[config.mk]
export PLATFORM = sky130hd
export DESIGN_NAME = rose_impl_monitor
export DESIGN_NICKNAME = d
export VERILOG_FILES = /design/src/rtl/rose_impl_monitor.sv
export SDC_FILE = /design/constraint.sdc
export NUM_CORES = 1
export LEC_CHECK = 0
export BUFFER_PORTS_ARGS = -buffer_cell sky130_fd_sc_hd__buf_2
export CORE_UTILIZATION = 40
export DETAILED_ROUTE_END_ITERATION = 7
export GPL_ROUTABILITY_DRIVEN = 0
export HOLD_SLACK_MARGIN = 0.12
export PLACE_DENSITY = 0.67
export SLEW_MARGIN = 0
export SYNTH_ARGS = -nofsm -noshare
export SYNTH_HDL_FRONTEND = slang
export SYNTH_SLANG_ARGS = --single-unit
[constraint.sdc]
create_clock -name clk -period 5.23 [get_ports clk]
set_input_delay 0.7845 -clock clk [delete_from_list [all_inputs] [get_ports clk]]
set_output_delay 0.7845 -clock clk [all_outputs]
set_load 0.1 [all_outputs]
[src/rtl/rose_impl_monitor.sv]
// -----------------------------------------------------------------------------
// rose_impl_monitor
//
// Synthesizable checker for the implication "a |-> $rose(b)" (edge_sel = 1)
// or "a |-> $fell(b)" (edge_sel = 0). The check is evaluated on every rising
// clock edge. It lets the same check run on FPGA or in emulation, where SVA is
// not available.
//
// Each evaluated sample gives one of three results: pass, fail or vacuous
// (a = 0). Pass and fail produce one-cycle registered pulses. All three
// results are tallied in saturating counters. A free-running sample counter
// timestamps the first failure seen since reset or clear.
//
// Parameters
//   CNT_W          width of the pass/fail/vacuous counters (saturating)
//   CYC_W          width of the sample counter and first-fail timestamp
//
// Ports
//   clk            clock; all logic is on the rising edge
//   rst            synchronous active-high reset; has priority over clr and en
//   en             check enable; when low, nothing is evaluated or counted
//   clr            synchronous clear of counters, capture and pulses
//   edge_sel       1: consequent is a rise of b, 0: consequent is a fall of b
//   a              antecedent
//   b              consequent signal
//   pass_pulse     one-cycle pulse, in the cycle after a passing sample
//   fail_pulse     one-cycle pulse, in the cycle after a failing sample
//   pass_cnt       number of passes (saturating)
//   fail_cnt       number of failures (saturating)
//   vac_cnt        number of vacuous evaluations (saturating)
//   first_fail_vld sticky flag: at least one failure since rst/clr
//   first_fail_cyc cycle_cnt value of the first failing sample
//   cycle_cnt      sample counter; wraps, cleared by rst/clr
// -----------------------------------------------------------------------------
module rose_impl_monitor #(
    parameter int CNT_W = 16,
    parameter int CYC_W = 32
) (
    input  logic             clk,
    input  logic             rst,
    input  logic             en,
    input  logic             clr,
    input  logic             edge_sel,
    input  logic             a,
    input  logic             b,
    output logic             pass_pulse,
    output logic             fail_pulse,
    output logic [CNT_W-1:0] pass_cnt,
    output logic [CNT_W-1:0] fail_cnt,
    output logic [CNT_W-1:0] vac_cnt,
    output logic             first_fail_vld,
    output logic [CYC_W-1:0] first_fail_cyc,
    output logic [CYC_W-1:0] cycle_cnt
);

    // Increment that holds at all-ones instead of wrapping.
    function automatic logic [CNT_W-1:0] sat_inc(input logic [CNT_W-1:0] v);
        if (&v) begin
            return v;
        end
        return v + CNT_W'(1);
    endfunction

    logic             b_q,          b_d;
    logic             pass_pulse_q, pass_pulse_d;
    logic             fail_pulse_q, fail_pulse_d;
    logic [CNT_W-1:0] pass_cnt_q,   pass_cnt_d;
    logic [CNT_W-1:0] fail_cnt_q,   fail_cnt_d;
    logic [CNT_W-1:0] vac_cnt_q,    vac_cnt_d;
    logic             ff_vld_q,     ff_vld_d;
    logic [CYC_W-1:0] ff_cyc_q,     ff_cyc_d;
    logic [CYC_W-1:0] cyc_q,        cyc_d;

    logic rise;
    logic fall;
    logic hit;

    // b_q is the previous sample of b. After reset it is 0, so a b that is
    // already high on the first sample counts as a rise, matching $past.
    assign rise = b & ~b_q;
    assign fall = ~b & b_q;
    // The select is used combinationally, so a change applies to the same sample.
    assign hit  = edge_sel ? rise : fall;

    always_comb begin
        // Defaults: hold state, no pulse, track b, advance the sample counter.
        b_d          = b;
        pass_pulse_d = 1'b0;
        fail_pulse_d = 1'b0;
        pass_cnt_d   = pass_cnt_q;
        fail_cnt_d   = fail_cnt_q;
        vac_cnt_d    = vac_cnt_q;
        ff_vld_d     = ff_vld_q;
        ff_cyc_d     = ff_cyc_q;
        cyc_d        = cyc_q + CYC_W'(1);

        if (clr) begin
            // Clear wipes results and the timestamp base. b_q keeps tracking
            // b (default above), so edge history survives a clear.
            pass_cnt_d = '0;
            fail_cnt_d = '0;
            vac_cnt_d  = '0;
            ff_vld_d   = 1'b0;
            ff_cyc_d   = '0;
            cyc_d      = '0;
        end else if (en) begin
            if (!a) begin
                vac_cnt_d = sat_inc(vac_cnt_q);
            end else if (hit) begin
                pass_pulse_d = 1'b1;
                pass_cnt_d   = sat_inc(pass_cnt_q);
            end else begin
                fail_pulse_d = 1'b1;
                fail_cnt_d   = sat_inc(fail_cnt_q);
                // Capture only the first failure. The timestamp is the counter
                // value present at the sampling edge, before it advances.
                if (!ff_vld_q) begin
                    ff_vld_d = 1'b1;
                    ff_cyc_d = cyc_q;
                end
            end
        end
    end

    always_ff @(posedge clk) begin
        if (rst) begin
            b_q          <= 1'b0;
            pass_pulse_q <= 1'b0;
            fail_pulse_q <= 1'b0;
            pass_cnt_q   <= '0;
            fail_cnt_q   <= '0;
            vac_cnt_q    <= '0;
            ff_vld_q     <= 1'b0;
            ff_cyc_q     <= '0;
            cyc_q        <= '0;
        end else begin
            b_q          <= b_d;
            pass_pulse_q <= pass_pulse_d;
            fail_pulse_q <= fail_pulse_d;
            pass_cnt_q   <= pass_cnt_d;
            fail_cnt_q   <= fail_cnt_d;
            vac_cnt_q    <= vac_cnt_d;
            ff_vld_q     <= ff_vld_d;
            ff_cyc_q     <= ff_cyc_d;
            cyc_q        <= cyc_d;
        end
    end

    assign pass_pulse     = pass_pulse_q;
    assign fail_pulse     = fail_pulse_q;
    assign pass_cnt       = pass_cnt_q;
    assign fail_cnt       = fail_cnt_q;
    assign vac_cnt        = vac_cnt_q;
    assign first_fail_vld = ff_vld_q;
    assign first_fail_cyc = ff_cyc_q;
    assign cycle_cnt      = cyc_q;

endmodule
After elaboration in Yosys (flattened, before gate mapping)
Index checks and enable logic that the tools add are counted.

cells by class
  add/sub/neg operators = 4
  $mul = 0
  divide/modulo/power cells = 0
  magnitude comparators = 0
  equality and inequality tests = 3
  shift-type cells = 0
  mux-type cells = 20
  bitwise logic cells = 8
  reductions and logical operators = 10

operators with widths
  kind                                            number
  adder 16 x 1 -> 16 bit (second input constant)  3
  two-way mux 16 bit                              3
  AND reduction 16 bit                            3
  adder 32 x 1 -> 32 bit (second input constant)  1
  two-way mux 1 bit                               17
  AND reduction 4 bit                             3
  != test 2 bit (second input constant)           3
  NOT 1 bit                                       6
  AND reduction 3 bit                             2
  OR reduction 4 bit                              1
  bitwise AND 1 bit                               2
  OR reduction 2 bit                              1

storage, ports and cells
  bits in registers = 116
  bits in latches = 0
  RAM bits = 0
  ROM bits = 0
  bits of input ports = 7
  output and inout port bits = 115
  word-level logic and storage cells = 54
  memories = 0

Depth between registers and ports, before layout
Gate-level depths: netlist of the first run.

  depth after elaboration = 9
  gate-level depth with buffers = 6
  mapped depth without buffers = 5

Least setup slack after synthesis of the first run
OpenSTA, ideal clock, no wires.

  kind = reg2reg
  from = register cyc_q[0] (netlist: cycle_cnt[0])
  to = register cyc_q[22] (netlist: cycle_cnt[22])
  setup time = 0.070 ns
  data arrival time = 2.684 ns
  required time = 5.160 ns
  slack = 2.476 ns
  stages on the path, launching flop included = 7
  path buffers = 1
  period minus slack after synthesis = 2.754 ns
  cells stage by stage = dfxtp_1 > ha_1 > nand4_1 > or2_2 > clkbuf_1 > or4_1 > a21oi_1

on the way
  cells in the longest elaborated chain, start to end = 1

RTL lines
  what                      line  source
  start: declaration        72    logic [CYC_W-1:0] cyc_q, cyc_d;
  start signal: assignment  145   cyc_q <= cyc_d;
  adder 32 x 1 -> 32 bit    95    cyc_d = cyc_q + CYC_W'(1);

Every way passes these cells.
A chain may end at the register's enable or synchronous reset.

Final worst setup path of the first run
  from = register cyc_q[2] (netlist: cycle_cnt[2])
  to = register cyc_q[31] (netlist: cycle_cnt[31])

The elaborated chain is that of the path after synthesis.

==> results of run 1 <==
==> metal layers <==
metal	vias up	GRT usage [%]
met1	2460	25.94
met3	20	5.086
met2	145	33.10
met4	0	8.861
met5	-	0
li1	2568	-
==> stage by stage <==
step / setup slack, ps / hold slack (ps) / cell area, sq um
final: 2980 / 450.0 / 6491
after global routing: 2764 / 471.7 / 6491
after CTS: 2982 / 452.0 / 6491
after detailed placement: 2614 / 445.1 / 5937
after global placement: 2749 / 439.8 / 5937
after floorplan: 2476 / 739.5 / 5260
==> sequential cells by signal, indices dropped and copies added (netlist names) <==
| signal | flops |
|---|---|
| pass_cnt | 16 |
| fail_pulse | 1 |
| b_q | 1 |
| first_fail_cyc | 32 |
| vac_cnt | 16 |
| fail_cnt | 16 |
| first_fail_vld | 1 |
| pass_pulse | 1 |
| cycle_cnt | 32 |
==> where the power goes <==
part / switching (W) / total, W / internal (W)
clock: 0.000372 / 0.00110 / 0.000723
combinational: 0.0000545 / 0.0000667 / 0.0000123
sequential: 0.00000311 / 0.000891 / 0.000888
==> Yosys cell counts, types with 3 or more instances <==
master	n
dfxtp_1	116
nand2_1	94
a21oi_1	82
nand4_1	31
or3_1	29
o21ai_0	25
clkbuf_1	24
nand3_1	24
o31ai_1	24
or4_1	24
nor2_1	19
and4_1	14
nor4_1	14
mux2i_1	10
xnor2_1	9
inv_1	8
nor3_1	8
a31oi_1	4
and2_1	4
ha_1	4
o41ai_1	4
or2_2	4
and3_1	3
clkbuf_8	3
o311ai_0	3
or3_2	3
==> worst max-delay path by stage <==
stage                             startpoint                       end
CTS                  cycle_cnt[2]$_SDFF_PP0_  cycle_cnt[31]$_SDFF_PP0_
floorplan            cycle_cnt[0]$_SDFF_PP0_  cycle_cnt[22]$_SDFF_PP0_
finish               cycle_cnt[2]$_SDFF_PP0_  cycle_cnt[31]$_SDFF_PP0_
global placement                           b  pass_cnt[9]$_SDFFE_PP0P_
detailed placement                         b  pass_cnt[4]$_SDFFE_PP0P_
global route        fail_cnt[8]$_SDFFE_PP0P_  fail_cnt[0]$_SDFFE_PP0P_
==> cell type report <==
class | instances | area (sq um) | area share (%)
sequential | 116 | 2322 | 35.77
clock inverter | 6 | 80.08 | 1.234
tap | 172 | 215.2 | 3.315
timing repair buffer | 125 | 635.6 | 9.792
clock buffer | 22 | 474.2 | 7.305
inverter | 8 | 30.03 | 0.4626
multi-input combinational | 465 | 2734 | 42.12
==> logic make-up (layout without fill, tap and decap cells) <==
| kind of cell | count (synthesis) | in the layout | share of synthesized area [%] |
|---|---|---|---|
| buffers and inverters | 42 | 161 | 4.044 |
| DFF | 116 | 116 | 44.15 |
| and+or+nand+nor | 287 | 287 | 30.11 |
| AOI/OAI and AO/OA | 153 | 153 | 17.01 |
| xor gates and xnor gates | 11 | 11 | 1.832 |
| adders and majority gates | 4 | 4 | 0.9515 |
| muxes | 10 | 10 | 1.903 |
==> worst min-delay path, stage by stage (launching register included) <==
cell,delay [ps]
dfxtp_1,300
nand2_1,50
a21oi_1,50
==> results.py, run 1 <==
metrics = {
    "pwr": {
        "p_total_w": 0.002053,
        "vdd_drop_max_v": 0.0001889,
        "p_leak_nw": 2.369,
        "power_density_nw_per_um2": 316.3,
    },
    "clock_tree": {
        "cts.sinks": 116,
        "htreeDepth": 4,
        "path_clk_slew_ps": 50,
        "clock_latency_ps": 400,
        "postCtsSetupBuffers": 0,
        "cts_inserted_buffers": 17,
        "cts_root_buffer": "clkbuf_16",
        "cts_buffer_depth": 2,
        "cts_hold_buf": 0,
        "post_cts_resized": 0,
        "tritoncts": "built",
    },
    "yosys": {
        "synth-main-ff-cell": "dfxtp_1",
        "synth_edf_count": 0,
        "synth-seq-cells": 116,
        "yosys_warnings": 0,
        "synth_async_sr_flop_share_pct": 0,
        "syn_area_sq_um": 5260,
        "synth_cells": 623,
        "synth.top_cell.area_share_pct": 44.15,
        "yosysSeqAreaShare_pct": 44.15,
        "syn_nets": 634,
        "netlist.top_cell.by_area": "dfxtp_1",
        "synth_cell_types": 50,
        "yosys-top-cells-area": "dfxtp_1 (44%), a21oi_1 (7.8%), nand2_1 (6.7%)",
        "synth.avg_cell_area_sq_um": 8.443,
    },
    "cells_and_area": {
        "num-fill-cells": 1262,
        "area_delta_synth_final_pct": 23.41,
        "layout.cells.non_filler": 914,
        "antennaDiodeCount": 0,
        "final_core_util_pct": 51.02,
        "layout.nets": 744,
        "drive_above_1_share_pct": 22.51,
        "final_cell_mix": "buf_2 (121), dfxtp_1 (116), nand2_1 (94)",
        "final_common_cell": "buf_2",
    },
    "timing": {
        "max_freq_mhz": 444.5,
        "rsz0062_at_grt": "no",
        "layout_min_cycle_time_ps": 2250,
        "setup_viol": 0,
        "hold_viol": 0,
        "worst_pin_slew_ps": 1230,
        "final.setup.tns_ps": 0,
        "post-route-period-util_pct": 43.02,
        "slew_violations": 0,
        "clock_skew_ps": 7.745,
        "slew_headroom_pct": 17.24,
    },
    "worst_setup_path": {
        "path_cells": "nand3_2 -> or4_1 -> or4_1 -> a21oi_1",
        "cp_num_cells": 4,
        "r2r_cells": 4,
        "r2r_slack_ps": 2980,
        "cp_common_cell": "or4_1",
        "critPathMaxFanout": 17,
        "crit_path_end_kind": "register",
        "max_stage_delay_ps": 800,
        "arrival_ps": 2570,
        "setup.worst_path.start_class": "register",
        "crit_family": "simple AND/OR/NAND/NOR gates",
        "path_buf_inv": 0,
        "r2r_end": "cycle_cnt[31]$_SDFF_PP0_",
        "cp.required_ps": 5550,
        "cpMaxStageDelayCell": "or4_1",
        "worst_r2r_startpoint": "cycle_cnt[2]$_SDFF_PP0_",
        "crit_type": "register to register",
    },
    "floorplan": {
        "io_pins": 122,
        "die_y_um": 116.7,
        "die-area_sq_um": 13610,
        "core_area_sq_um": 12720,
        "std_cell_rows": 41,
        "start_util_pct": 41.35,
        "dieWidth_um": 116.7,
    },
    "routing": {
        "wl_met3_um": 606,
        "detail_route.wl_per_cell_um": 14.73,
        "drc": 0,
        "m1WireLength_mm": 6.217,
        "avgViaCountPerCell": 5.682,
        "num_vias": 5193,
        "highest_layer": "met4",
        "wl_met2_mm": 6.412,
        "drt_iter0_markers": 338,
        "routed_wl_mm": 13.47,
        "ant_nets": 0,
        "drt_first_pass_iters": 4,
    },
    "global_routing": {
        "grt-ovfl-total": 0,
        "track_usage_pct": 20.48,
        "first_global_vias": 4621,
        "antenna_found_initial": 0,
        "grt_pass1_wl_mm": 21.96,
        "grt_max_degree": 103,
    },
    "flow_run": {
        "timing.max_cap.violations": 0,
    },
    "placement": {
        "dp_hpwl_mm": 9.262,
        "dp.cells": 886,
        "numPortBuffers": 121,
    },
    "min_path": {
        "hold_path.class": "register to register",
        "whs_path_depth": 2,
        "hold_path_end": "first_fail_cyc[13]$_SDFFE_PP0P_",
        "worstHoldStart": "first_fail_cyc[13]$_SDFFE_PP0P_",
    },
    "run_status": {
        "status": "completed",
    },
}
Power figures use the tool's default switching activity.
==> inputs of run 2 (changes only) <==
==> constraint.sdc (replaced) <==
create_clock -name clk -period 2.2 [get_ports clk]
set_input_delay 0.33 -clock clk [delete_from_list [all_inputs] [get_ports clk]]
set_output_delay 0.33 -clock clk [all_outputs]
set_load 0.1 [all_outputs]
==> run 2 against run 1 <==
Effect of this change:
- count of clock-buffer cells in the layout rose by 1
- critical path depth unchanged
- combinational power rose to 2.6 times the previous value
- cell area rose by 3.4%
- setup slack got worse by 2700 ps
- utilization increased by 1.7 points
- total power up 140%
- cell count up 1.5%
==> results.py, run 2 (synthesis gave the netlist of run 1 again) <==
metrics = {
    "run_status": {
        "status": "completed",
    },
    "routing": {
        "ant_nets": 0,
        "detail_route.wl_per_cell_um": 14.97,
        "drt_iter0_markers": 304,
        "drc": 0,
        "avgViaCountPerCell": 5.619,
        "drt_first_pass_iters": 4,
        "num_vias": 5214,
        "routed_wl_mm": 13.89,
    },
    "worst_setup_path": {
        "critPathMaxFanout": 17,
        "r2r_slack_ps": 300,
        "setup.worst_path.start_class": "register",
        "r2r_cells": 4,
        "arrival_ps": 2230,
        "crit_type": "register to register",
        "worst_r2r_startpoint": "cycle_cnt[9]$_SDFF_PP0_",
        "r2r_end": "cycle_cnt[25]$_SDFF_PP0_",
        "crit_path_end_kind": "register",
        "cp.required_ps": 2540,
    },
    "clock_tree": {
        "cts.sinks": 116,
        "path_clk_slew_ps": 60,
        "cts_root_buffer": "clkbuf_16",
        "cts_buffer_depth": 2,
        "post_cts_resized": 0,
        "tritoncts": "built",
        "cts_inserted_buffers": 17,
        "postCtsSetupBuffers": 0,
        "cts_hold_buf": 0,
        "htreeDepth": 4,
        "clock_latency_ps": 410,
    },
    "placement": {
        "dp.cells": 896,
        "numPortBuffers": 121,
        "dp_hpwl_mm": 9.535,
        "dp_slack_ps": 163.2,
    },
    "pwr": {
        "power_density_nw_per_um2": 735.0,
        "p_leak_nw": 2.470,
        "vdd_drop_max_v": 0.0004538,
    },
    "global_routing": {
        "grt_max_degree": 38,
        "first_global_vias": 4600,
        "antenna_found_initial": 0,
        "grt-ovfl-total": 0,
        "track_usage_pct": 21.19,
        "grt_pass1_wl_mm": 22.59,
    },
    "timing": {
        "max_freq_mhz": 527.1,
        "post-route-period-util_pct": 86.23,
        "slew_violations": 0,
        "layout_min_cycle_time_ps": 1897,
        "final.setup.tns_ps": 0,
        "setup_viol": 0,
        "rsz0062_at_grt": "no",
        "slew_headroom_pct": 60.39,
        "fin_ws_ps": 302.9,
        "worst_pin_slew_ps": 589.7,
        "clock_skew_ps": 7.336,
        "hold_viol": 0,
    },
    "floorplan": {
        "std_cell_rows": 41,
        "start_util_pct": 41.35,
        "die_y_um": 116.7,
        "dieWidth_um": 116.7,
        "core_area_sq_um": 12720,
        "io_pins": 122,
        "die-area_sq_um": 13610,
    },
    "min_path": {
        "hold_path_end": "b_q$_SDFF_PP0_",
        "hold_path.class": "input pin to register",
        "worstHoldStart": "b",
        "whs_path_depth": 2,
    },
    "cells_and_area": {
        "final_cell_mix": "buf_2 (121), nand2_1 (94), a21oi_1 (82)",
        "antennaDiodeCount": 0,
        "layout.nets": 754,
        "layout.cells.non_filler": 928,
        "area_delta_synth_final_pct": 27.57,
        "final_common_cell": "buf_2",
        "drive_above_1_share_pct": 32.80,
    },
    "flow_run": {
        "timing.max_cap.violations": 0,
    },
}
## run 2: cell count changes in the layout (fill, tap and decap cells not counted), moves of 2 or more
cell,change
buf_12,+2
buf_4,+8
clkbuf_16,+2
clkbuf_8,-2
clkinv_2,+2
clkinvlp_4,+2
dfxtp_1,-67
dfxtp_2,+63
dfxtp_4,+4
## run 2: per-stage QoR
stage                     power [W]  utilization, %  area, sq um  hold slack (ps)
after floorplan            0.002278               -         5354            458.2
after global placement     0.002328           48.19         6131            440.3
after detailed placement   0.002333           48.19         6131            443.5
after CTS                  0.004979           52.71         6706            192.2
after global routing       0.005106           52.74         6710            220.1
final                      0.004932           52.74         6710            209.8
## run 2: layout make-up
type                            count  area, sq um
Timing Repair Buffer              135        735.7
Fill cell                        1254         6012
Inverter                            8        30.03
Clock buffer                       23        500.5
Tap cell                          172        215.2
Sequential cell                   116         2416
Multi-Input combinational cell    465         2738
Clock inverter                      9        75.07
## run 2: worst max path at each step
stage	from	end	slack (ps)	cells past startpoint
floorplan	pass_cnt[2]$_SDFFE_PP0P_	pass_cnt[12]$_SDFFE_PP0P_	2	4
global placement	cycle_cnt[9]$_SDFF_PP0_	cycle_cnt[25]$_SDFF_PP0_	180	4
detailed placement	cycle_cnt[3]$_SDFF_PP0_	cycle_cnt[31]$_SDFF_PP0_	160	4
CTS	cycle_cnt[9]$_SDFF_PP0_	cycle_cnt[25]$_SDFF_PP0_	140	4
global route	pass_cnt[0]$_SDFFE_PP0P_	pass_cnt[10]$_SDFFE_PP0P_	170	5
finish	cycle_cnt[9]$_SDFF_PP0_	cycle_cnt[25]$_SDFF_PP0_	300	4
## run 2: report_power, final
| group | internal, W | leakage [nW] | switching (W) | total, W |
|---|---|---|---|---|
| logic | 0.0000404 | 1.22 | 0.000134 | 0.000175 |
| clock network | 0.00170 | 0.283 | 0.000942 | 0.00264 |
| registers | 0.00211 | 0.970 | 0.00000743 | 0.00211 |
## run 2: routing by layer
layer,global-route usage (%),share of wire [%]
met5,0,0
met4,9.283,2.1
met3,5.138,5.1
met2,34.24,47
met1,26.89,45
## run 2: worst max-delay path: stages (launching register included)
cell,delay [ps]
dfxtp_2,390
nand4_1,130
or4_4,660
or4_1,490
a21oi_1,140
==> inputs of run 3 (changes only) <==
--- a/config.mk
+++ b/config.mk
@@ -5,12 +5,12 @@
 export SDC_FILE = /design/constraint.sdc
 export NUM_CORES = 1
 export LEC_CHECK = 0
-export BUFFER_PORTS_ARGS = -buffer_cell sky130_fd_sc_hd__buf_2
 export CORE_UTILIZATION = 40
 export DETAILED_ROUTE_END_ITERATION = 7
+export DONT_BUFFER_PORTS = 1
 export GPL_ROUTABILITY_DRIVEN = 0
 export HOLD_SLACK_MARGIN = 0.12
-export PLACE_DENSITY = 0.67
+export PLACE_DENSITY = 0.61
 export SLEW_MARGIN = 0
 export SYNTH_ARGS = -nofsm -noshare
 export SYNTH_HDL_FRONTEND = slang
==> constraint.sdc (replaced) <==
create_clock -name clk -period 1.7 [get_ports clk]
set_input_delay 0.255 -clock clk [delete_from_list [all_inputs] [get_ports clk]]
set_output_delay 0.255 -clock clk [all_outputs]
set_load 0.1 [all_outputs]
==> run 3 against run 2 <==
Effect of this change:
- the run now ends with setup timing left
- first-iteration DRC count is 5.6% higher
- non-clock buffer count is 47 higher
- setup slack worse by 340 ps
- maximum frequency is 9.0% higher
- register-to-register slack worse by 340 ps
- critical path depth is 1 higher
- global-route usage is 2.3 points higher
- cell count is 5.1% higher
- sequential share of layout area is 3.1 points lower
- largest power group unchanged
==> results.py, run 3 (synthesis gave the netlist of run 1 again) <==
metrics = {
    "global_routing": {
        "grt-ovfl-total": 0,
        "antenna_found_initial": 0,
        "track_usage_pct": 23.48,
        "grt_max_degree": 49,
        "first_global_vias": 4999,
        "grt_pass1_wl_mm": 24.65,
    },
    "flow_run": {
        "timing.max_cap.violations": 0,
    },
    "worst_setup_path": {
        "arrival_ps": 2090,
        "crit_path_end_kind": "register",
        "crit_type": "register to register",
        "critPathMaxFanout": 8,
        "setup.worst_path.start_class": "register",
        "cp.required_ps": 2050,
    },
    "timing": {
        "post-route-period-util_pct": 102.4,
        "slew_violations": 0,
        "fin_ws_ps": -40.49,
        "rsz0062_at_grt": "yes",
        "slew_headroom_pct": 61.20,
        "clock_skew_ps": 9.358,
        "layout_min_cycle_time_ps": 1740,
        "worst_pin_slew_ps": 581.9,
        "hold_viol": 0,
        "setup_viol": 7,
        "max_freq_mhz": 574.6,
        "timing.hold.ws_ps": 161.0,
    },
    "pwr": {
        "vdd_drop_max_v": 0.0005933,
        "p_leak_nw": 2.788,
        "power_density_nw_per_um2": 817.8,
        "p_total_w": 0.006431,
    },
    "routing": {
        "avgViaCountPerCell": 5.590,
        "detail_route.wl_per_cell_um": 16.02,
        "drc": 0,
        "drt_iter0_markers": 321,
        "routed_wl_mm": 15.62,
        "ant_nets": 0,
        "drt_first_pass_iters": 5,
        "num_vias": 5450,
    },
    "placement": {
        "dp_hpwl_mm": 10.53,
        "numPortBuffers": 0,
    },
    "cells_and_area": {
        "area_delta_synth_final_pct": 49.50,
        "antennaDiodeCount": 0,
        "drive_above_1_share_pct": 42.59,
        "num-fill-cells": 1120,
        "final_common_cell": "buf_4",
        "final_cell_mix": "buf_4 (171), nand2_1 (93), a21oi_1 (72)",
        "final_core_util_pct": 61.81,
        "layout.nets": 801,
    },
    "clock_tree": {
        "cts_root_buffer": "clkbuf_16",
        "cts_buffer_depth": 2,
        "path_clk_slew_ps": 50,
        "clock_latency_ps": 420,
        "cts.sinks": 116,
        "htreeDepth": 4,
        "tritoncts": "built",
        "cts_inserted_buffers": 17,
    },
    "min_path": {
        "hold_path.class": "input pin to register",
    },
    "floorplan": {
        "io_pins": 122,
        "start_util_pct": 41.35,
        "core_area_sq_um": 12720,
        "std_cell_rows": 41,
        "die_y_um": 116.7,
        "die-area_sq_um": 13610,
        "dieWidth_um": 116.7,
    },
    "run_status": {
        "status": "complete, but fails checks",
        "violations": "setup timing",
    },
}
## run 3: changes by cell type in the layout (fill, tap and decap cells not counted), sizes merged
| cell | before | now |
|---|---|---|
| clkinv | 6 | 8 |
| clkinvlp | 2 | 0 |
| bufinv | 1 | 2 |
| buf | 135 | 179 |
| clkbuf | 23 | 21 |
| dlygate4sd3 | 0 | 3 |
| inv | 8 | 9 |
## run 3: metrics by stage
stage / instances / setup slack [ps] / setup TNS [ps] / area, sq um
after floorplan: 623 / -269.0 / -3560 / 5713
after global placement: 922 / -62.19 / -257.6 / 6985
after detailed placement: 922 / -99.21 / -592.6 / 6985
after CTS: 960 / -69.04 / -339.6 / 7659
after global routing: 975 / -133.3 / -1220 / 7864
final: 975 / -40.49 / -229.0 / 7864
## run 3: power by group
part           switching, W  total (W)  internal [W]  leakage (nW)
logic              0.000185   0.000266     0.0000816          1.49
registers        0.00000792    0.00264       0.00263         0.995
clock network       0.00124    0.00353       0.00229         0.299
total               0.00143    0.00643       0.00500          2.79
## run 3: path summary, 6_finish.rpt
check	slack, ps	depth (start not counted)	from	end
worst max-delay path	-40	5	cycle_cnt[2]$_SDFF_PP0_	cycle_cnt[23]$_SDFF_PP0_
worst min-delay path	160	3	en	vac_cnt[0]$_SDFFE_PP0P_
worst min register to register	450	2	first_fail_cyc[30]$_SDFFE_PP0P_	first_fail_cyc[30]$_SDFFE_PP0P_
worst max register to register	-40	5	cycle_cnt[2]$_SDFF_PP0_	cycle_cnt[23]$_SDFF_PP0_
## run 3: worst max-delay path, stage by stage (launching register included)
cell and delay (ps):
dfxtp_4 350, nand3_4 70, or4_4 550, buf_6 150
or4_1 400, a21oi_1 130
## run 3: layout make-up
class / count / area [sq um] / share of cell area (%)
multi-input cells: 465 / 3012 / 38.30
flip-flops and latches: 116 / 2587 / 32.90
repair buffers: 182 / 1433 / 18.22
clock buffers: 21 / 481.7 / 6.126
well taps: 172 / 215.2 / 2.737
clock inverters: 11 / 105.1 / 1.337
inverters: 8 / 30.03 / 0.3819
## run 3: what timing repair did
action / CTS / global route
pin swaps: 8 / 16
gates cloned: 1 / 0
setup buffers: 2 / 15
hold buffers: 3 / 0
endpoints found under the hold margin: 11 / 0
gates resized for setup: 9 / 23
setup endpoints to repair: 17 / 43
## run 3: per-layer routing
layer / vias to the layer above / track usage (%) / routed length, um
met4: 0 / 7.257 / 143
met1: 2582 / 28.31 / 6813
met2: 152 / 38.54 / 7554
li1: 2702 / - / -
met5: - / 0 / 0
met3: 14 / 9.133 / 1106
